**src/rtl/mem_pkg.sv**
```systemverilog
// Purpose : shared types and constants for the data-memory access unit.
// Latency : n/a (package only).
// Backpressure: n/a. Contents: FSM state type, funct3 size/sign codes, MAX_WAIT default, helpers.
package mem_pkg;

  typedef enum logic [1:0] {
    IDLE = 2'd0,
    REQ  = 2'd1,
    DONE = 2'd2
  } state_t;

  localparam int MAX_WAIT_DEFAULT = 255;

  // funct3 codes: bits [1:0] give the access size, bit 2 selects zero-extension.
  localparam logic [2:0] F3_B  = 3'b000;
  localparam logic [2:0] F3_H  = 3'b001;
  localparam logic [2:0] F3_W  = 3'b010;
  localparam logic [2:0] F3_D  = 3'b011;
  localparam logic [2:0] F3_BU = 3'b100;
  localparam logic [2:0] F3_HU = 3'b101;
  localparam logic [2:0] F3_WU = 3'b110;

  // An access is misaligned when the address is not a multiple of its size.
  function automatic logic misaligned(input logic [1:0] size, input logic [2:0] off);
    case (size)
      2'd0:    misaligned = 1'b0;
      2'd1:    misaligned = off[0];
      2'd2:    misaligned = |off[1:0];
      default: misaligned = |off;
    endcase
  endfunction

  // Byte-strobe pattern for an access of the given size at offset 0.
  function automatic logic [7:0] strb_base(input logic [1:0] size);
    case (size)
      2'd0:    strb_base = 8'h01;
      2'd1:    strb_base = 8'h03;
      2'd2:    strb_base = 8'h0F;
      default: strb_base = 8'hFF;
    endcase
  endfunction

endpackage

```
**src/rtl/mem_access_unit_load_align.sv**
```systemverilog
// Purpose : extract the addressed bytes of a 64-bit memory word and sign/zero-extend them.
// Latency : combinational. Backpressure: none.
// Ports   : rdata (raw doubleword), off (byte offset), funct3 (size/sign) -> data (formatted load).
module load_align
  import mem_pkg::*;
(
  input  logic [63:0] rdata,
  input  logic [2:0]  off,
  input  logic [2:0]  funct3,
  output logic [63:0] data
);

  logic [63:0] sh;

  always_comb begin
    sh = rdata >> {off, 3'b000};
    case (funct3)
      F3_B:    data = {{56{sh[7]}},  sh[7:0]};
      F3_H:    data = {{48{sh[15]}}, sh[15:0]};
      F3_W:    data = {{32{sh[31]}}, sh[31:0]};
      F3_BU:   data = {56'd0, sh[7:0]};
      F3_HU:   data = {48'd0, sh[15:0]};
      F3_WU:   data = {32'd0, sh[31:0]};
      default: data = sh;
    endcase
  end

endmodule

```
**src/rtl/mem_access_unit.sv**
```systemverilog
// Purpose : MEM-stage data-memory access unit: aligns loads/stores, handshakes with memory, flags errors.
// Latency : non-memory ops pass through combinationally; memory ops stall >=1 REQ cycle then 1 DONE cycle.
// Backpressure: stall freezes the pipeline while a request waits for mem_ack (bounded by MAX_WAIT).
// Ports   : EX_MEM inputs (ALU_data, store_data, controls, funct3); MEM_WB outputs (rd_data, ALU_data_out,
//           MemtoReg_out, regwrite_out); stall; memory request/response; misalign_err/bus_err pulses.
module mem_access_unit
  import mem_pkg::*;
#(
  parameter int MAX_WAIT = MAX_WAIT_DEFAULT
) (
  input  logic        clk,
  input  logic        rst,
  input  logic [63:0] ALU_data,
  input  logic [63:0] store_data,
  input  logic        MemRead,
  input  logic        MemWrite,
  input  logic        MemtoReg,
  input  logic        regwrite,
  input  logic [2:0]  funct3,
  output logic [63:0] rd_data,
  output logic [63:0] ALU_data_out,
  output logic        MemtoReg_out,
  output logic        regwrite_out,
  output logic        stall,
  output logic        mem_req,
  output logic        mem_we,
  output logic [63:0] mem_addr,
  output logic [63:0] mem_wdata,
  output logic [7:0]  mem_wstrb,
  input  logic        mem_ack,
  input  logic [63:0] mem_rdata,
  output logic        misalign_err,
  output logic        bus_err
);

  localparam int CW = (MAX_WAIT < 2) ? 1 : $clog2(MAX_WAIT + 1);

  state_t      state, nxt;
  logic [CW-1:0] cnt;
  logic [63:0] cap_addr, cap_data, rd_reg, load_data;
  logic [2:0]  cap_f3;
  logic        cap_we, cap_memtoreg, cap_regwrite;
  logic        mem_op, mis, start, timeout;

  assign mem_op  = MemRead | MemWrite;
  assign mis     = misaligned(funct3[1:0], ALU_data[2:0]);
  assign start   = (state == IDLE) && mem_op && !mis;
  // An ack on the final wait cycle wins over the timeout.
  assign timeout = (state == REQ) && !mem_ack && (cnt == CW'(MAX_WAIT - 1));

  load_align u_load_align (
    .rdata  (mem_rdata),
    .off    (cap_addr[2:0]),
    .funct3 (cap_f3),
    .data   (load_data)
  );

  // State register
  always_ff @(posedge clk) begin
    if (rst) state <= IDLE;
    else     state <= nxt;
  end

  // Next-state logic
  always_comb begin
    nxt = state;
    case (state)
      IDLE:    if (start) nxt = REQ;
      REQ:     if (mem_ack || timeout) nxt = DONE;
      DONE:    nxt = IDLE;  // pipeline advances this cycle, so the held op is not reissued
      default: nxt = IDLE;
    endcase
  end

  // Captured request, wait counter, load result and error pulses
  always_ff @(posedge clk) begin
    if (rst) begin
      cnt          <= '0;
      rd_reg       <= '0;
      bus_err      <= 1'b0;
      misalign_err <= 1'b0;
      cap_addr     <= '0;
      cap_data     <= '0;
      cap_f3       <= '0;
      cap_we       <= 1'b0;
      cap_memtoreg <= 1'b0;
      cap_regwrite <= 1'b0;
    end else begin
      bus_err      <= timeout;
      misalign_err <= (state == IDLE) && mem_op && mis;
      if (start) begin
        cnt          <= '0;
        cap_addr     <= ALU_data;
        cap_data     <= store_data;
        cap_f3       <= funct3;
        cap_we       <= MemWrite;
        cap_memtoreg <= MemtoReg;
        cap_regwrite <= regwrite;
      end
      if (state == REQ) begin
        cnt <= cnt + CW'(1);
        if (mem_ack)      rd_reg <= cap_we ? 64'd0 : load_data;
        else if (timeout) rd_reg <= 64'd0;
      end
    end
  end

  // Outputs
  always_comb begin
    stall        = 1'b0;
    rd_data      = 64'd0;
    ALU_data_out = ALU_data;
    MemtoReg_out = MemtoReg;
    regwrite_out = regwrite;
    mem_req      = (state == REQ);
    mem_we       = cap_we;
    mem_addr     = {cap_addr[63:3], 3'b000};
    mem_wdata    = cap_data << {cap_addr[2:0], 3'b000};
    mem_wstrb    = cap_we ? (strb_base(cap_f3[1:0]) << cap_addr[2:0]) : 8'h00;
    case (state)
      IDLE: begin
        if (mem_op) begin
          if (mis) regwrite_out = 1'b0;
          else     stall        = 1'b1;
        end
      end
      REQ: begin
        stall        = 1'b1;
        ALU_data_out = cap_addr;
        MemtoReg_out = cap_memtoreg;
        regwrite_out = cap_regwrite;
      end
      DONE: begin
        rd_data      = rd_reg;
        ALU_data_out = cap_addr;
        MemtoReg_out = cap_memtoreg;
        // bus_err is high exactly during the DONE cycle that follows a timeout
        regwrite_out = cap_regwrite & ~bus_err;
      end
      default: ;
    endcase
  end

endmodule
```
**config.mk**
```make
export PLATFORM = sky130hd
export DESIGN_NAME = mem_access_unit
export DESIGN_NICKNAME = d
export VERILOG_FILES = /design/src/rtl/mem_pkg.sv /design/src/rtl/mem_access_unit_load_align.sv /design/src/rtl/mem_access_unit.sv
export SDC_FILE = /design/constraint.sdc
export NUM_CORES = 1
export LEC_CHECK = 0
export BUFFER_PORTS_ARGS = -buffer_cell sky130_fd_sc_hd__buf_2
export CAP_MARGIN = 20
export CORE_AREA = 2 2 183 185
export DETAILED_ROUTE_END_ITERATION = 8
export DIE_AREA = 0 0 185 187
export PLACE_DENSITY = 0.7
export SETUP_SLACK_MARGIN = 0.4
export SLEW_MARGIN = 20
export SYNTH_ARGS = -nofsm -noshare
export SYNTH_HDL_FRONTEND = slang
export SYNTH_HIERARCHICAL = 1
export SYNTH_SLANG_ARGS = --single-unit
```
**constraint.sdc**
```tcl
create_clock -name clk -period 3.5 [get_ports clk]
set_input_delay 1.05 -clock clk [delete_from_list [all_inputs] [get_ports clk]]
set_output_delay 1.05 -clock clk [all_outputs]
set_load 0.05 [all_outputs]
```
==> results.json <==
{
  "drive_gt1_frac": 0.361,
  "cts_buffers": 25,
  "p_switching_mw": 6.03,
  "antenna_found_initial": 5,
  "hp-class": "reg -> reg",
  "grt_max_degree": 143,
  "fin_hold_ws_ns": 0.455,
  "place_congestion": 0.977,
  "io_pins": 473,
  "fillers": 2980,
  "drt-total-wl_um": 53800,
  "cts.sinks": 210,
  "worstMarginPinSlew_ns": 0.773,
  "maxCapViolCount": 0,
  "ant_nets": 0,
  "r2r_cells": 9,
  "area_delta_synth_final_pct": 33.6,
  "rsz0062_at_grt": "yes",
  "synth_top_area_share": 0.300,
  "grt_pass1_wl_um": 77400,
  "synth_area_leaders": "dfxtp_1, mux2i_1, nand2_1",
  "synth_edf_count": 0,
  "clkLatencyLatePin_ns": 0.54,
  "chipHeight_um": 187,
  "status": "complete, no violations",
  "fin_skew_ns": 0.0257,
  "worstPathCellList": "buf_4 > bufbuf_16 > mux2i_1 > nor2_2 > a21oi_1 > mux2i_1 > buf_4",
  "p_int_mw": 7.44,
  "start_util": 0.426,
  "row_count": 67,
  "cp-startpoint": "cap_addr[1]",
  "drt_iter0_drc": 1359,
  "path_clk_slew_ns": 0.06,
  "irDropWorstVdd_v": 0.000790,
  "wire_per_inst_um": 20.7,
  "cts_tree": "yes",
  "leakage_nw": 8.39,
  "end_kind": "output pin",
  "htreeDepth": 1,
  "final_common_cell": "nand2_1",
  "powerDensity_nw_per_um2": 719,
  "slowest_delay_ns": 0.36,
  "syn_area_per_cell_um2": 7.94,
  "dp_hpwl_um": 35700,
  "core-area_um2": 32900,
  "cp.required_ns": 2.45,
  "ys_seq_area_frac": 0.300,
  "synth_top_area_cell": "dfxtp_1",
  "worstPathArrival_ns": 2.10,
  "combPwrFrac": 0.562,
  "mostFrequentLayoutCells": "nand2_1, buf_2, dfxtp_1, mux2i_1, a21oi_1",
  "start_kind": "flip-flop",
  "port-buffer-count": 469,
  "swShare": 0.448,
  "viasPerCell": 5.67,
  "grt_util_all_layers": 0.284,
  "r2r_setup_slack_ns": 0.70,
  "ys_warn_count": 6,
  "synthCells": 1764,
  "clkPwrFrac": 0.220,
  "worstSetupEndpoint": "mem_wdata[62]",
  "vias": 14700,
  "final_nets": 2338,
  "period_share": 0.900,
  "die_x_um": 185,
  "grt_overflow": 0,
  "finalMaxSlewViolations": 0,
  "path_max_fanout": 8,
  "fmax_mhz": 318,
  "finalSetupViolCount": 0,
  "slew_headroom": 0.485,
  "syn_area_um2": 14000,
  "synthArstFlopShare": 0,
  "cts-root-buf": "clkbuf_16",
  "synth_seq_cells": 210,
  "setup_tns_ns": 0,
  "grt_pass1_vias": 13500,
  "seqPwrFrac": 0.219,
  "clockBufferDepth": 3,
  "synth.distinct_cells": 56,
  "firstDrtPassIters": 5,
  "rr_endpoint": "rd_reg[11]",
  "drc": 0,
  "period_needed_ns": 3.15,
  "synth_ff_type": "dfxtp_1",
  "crit-reg2reg-launch": "cap_addr[1]",
  "crit_type": "reg -> out",
  "die_area_um2": 34600,
  "cp_slowest_cell": "dfxtp_4",
  "hold_viol_final": 0
}
==> how the worst min path moves through the flow <==
stage	slack [ns]	depth (start not counted)	from	to
finish	0.46	2	cap_regwrite	cap_regwrite
floorplan	0.43	2	cap_regwrite	cap_regwrite
global route	0.47	2	cap_memtoreg	cap_memtoreg
CTS	0.46	2	cap_regwrite	cap_regwrite
detailed placement	0.45	2	cap_data[55]	cap_data[55]
global placement	0.44	2	cap_regwrite	cap_regwrite
==> final cells by class <==
class                   count  area, um^2  area share
clock buffers              27         633      0.0338
flip-flops and latches    210        4220       0.226
clock inverters            18         284      0.0152
diodes                      4        10.0    0.000535
inverters                  10        42.5     0.00227
repair buffers            554        4090       0.218
multi-input cells        1327        8880       0.474
well taps                 448         561      0.0299
==> critical path, delay by kind of cell, from the launching register on <==
family	cells	cell delay, ns
AO/OA/AOI/OAI	1	0.07
buffers and inverters	3	0.64
flip-flops	1	0.36
multiplexers	2	0.32
AND/OR/NAND/NOR	1	0.16
==> power by group through the flow <==
stage	Sequential (mW)	Combinational [mW]	Clock [mW]
2_1_floorplan	2.87	4.82	0
3_3_place_gp	2.99	5.88	0
3_5_place_dp	3.00	5.93	0
4_1_cts	2.92	6.81	3.01
5_1_grt	2.98	7.86	3.12
6_report	2.95	7.56	2.96
==> cells by family (layout without fill, tap and decap cells) <==
kind of cell             Yosys count  after routing  synth area share
flip-flops                       210            210             0.300
AO/OA/AOI/OAI                    286            286             0.114
buffers and inverters            229            609            0.0891
multiplexers                     293            293             0.246
other                              1              7          0.000268
adder cells (fa/ha/maj)            8              8           0.00715
AND/OR/NAND/NOR                  737            737             0.244
==> stage by stage <==
| stage | area [um^2] | utilization | power [mW] | worst slack, ns | std cells |
|---|---|---|---|---|---|
| floorplan | 14100 | - | 7.70 | 0.334 | 1766 |
| global placement | 16200 | 0.493 | 8.86 | 0.00883 | 2505 |
| detailed placement | 16200 | 0.493 | 8.93 | 0.0528 | 2505 |
| CTS | 18000 | 0.549 | 12.7 | 0.338 | 2578 |
| global route | 18700 | 0.570 | 14.0 | 0.285 | 2598 |
| finish | 18700 | 0.570 | 13.5 | 0.351 | 2598 |
==> routing by layer <==
layer	vias to the layer above	global-route usage	part of all wire	routed length (um)
met5	-	0	0	0
met4	0	0.154	0.058	3150
met3	161	0.0461	0.088	4720
met2	853	0.473	0.48	25700
met1	6993	0.350	0.38	20200
li1	6711	-	-	-
==> Yosys cell counts (32+ instances only) <==
cell type,instances
nand2b_1,71
and2_1,77
a21oi_1,164
nand4_1,32
clkbuf_1,86
buf_2,34
dfxtp_1,210
o21ai_0,56
nand2_1,422
mux2_2,95
buf_4,76
mux2i_1,167
nor2_1,62
==> repair_timing <==
item | 4_1_cts | 5_1_grt
buffers inserted | 23 | 9
setup endpoints to repair | 139 | 116
hold buffers | 0 | 0
gates resized for setup | 185 | 146
gates cloned | 5 | 7
pin swaps | 3 | 9
(Power assumes the default switching activity.)
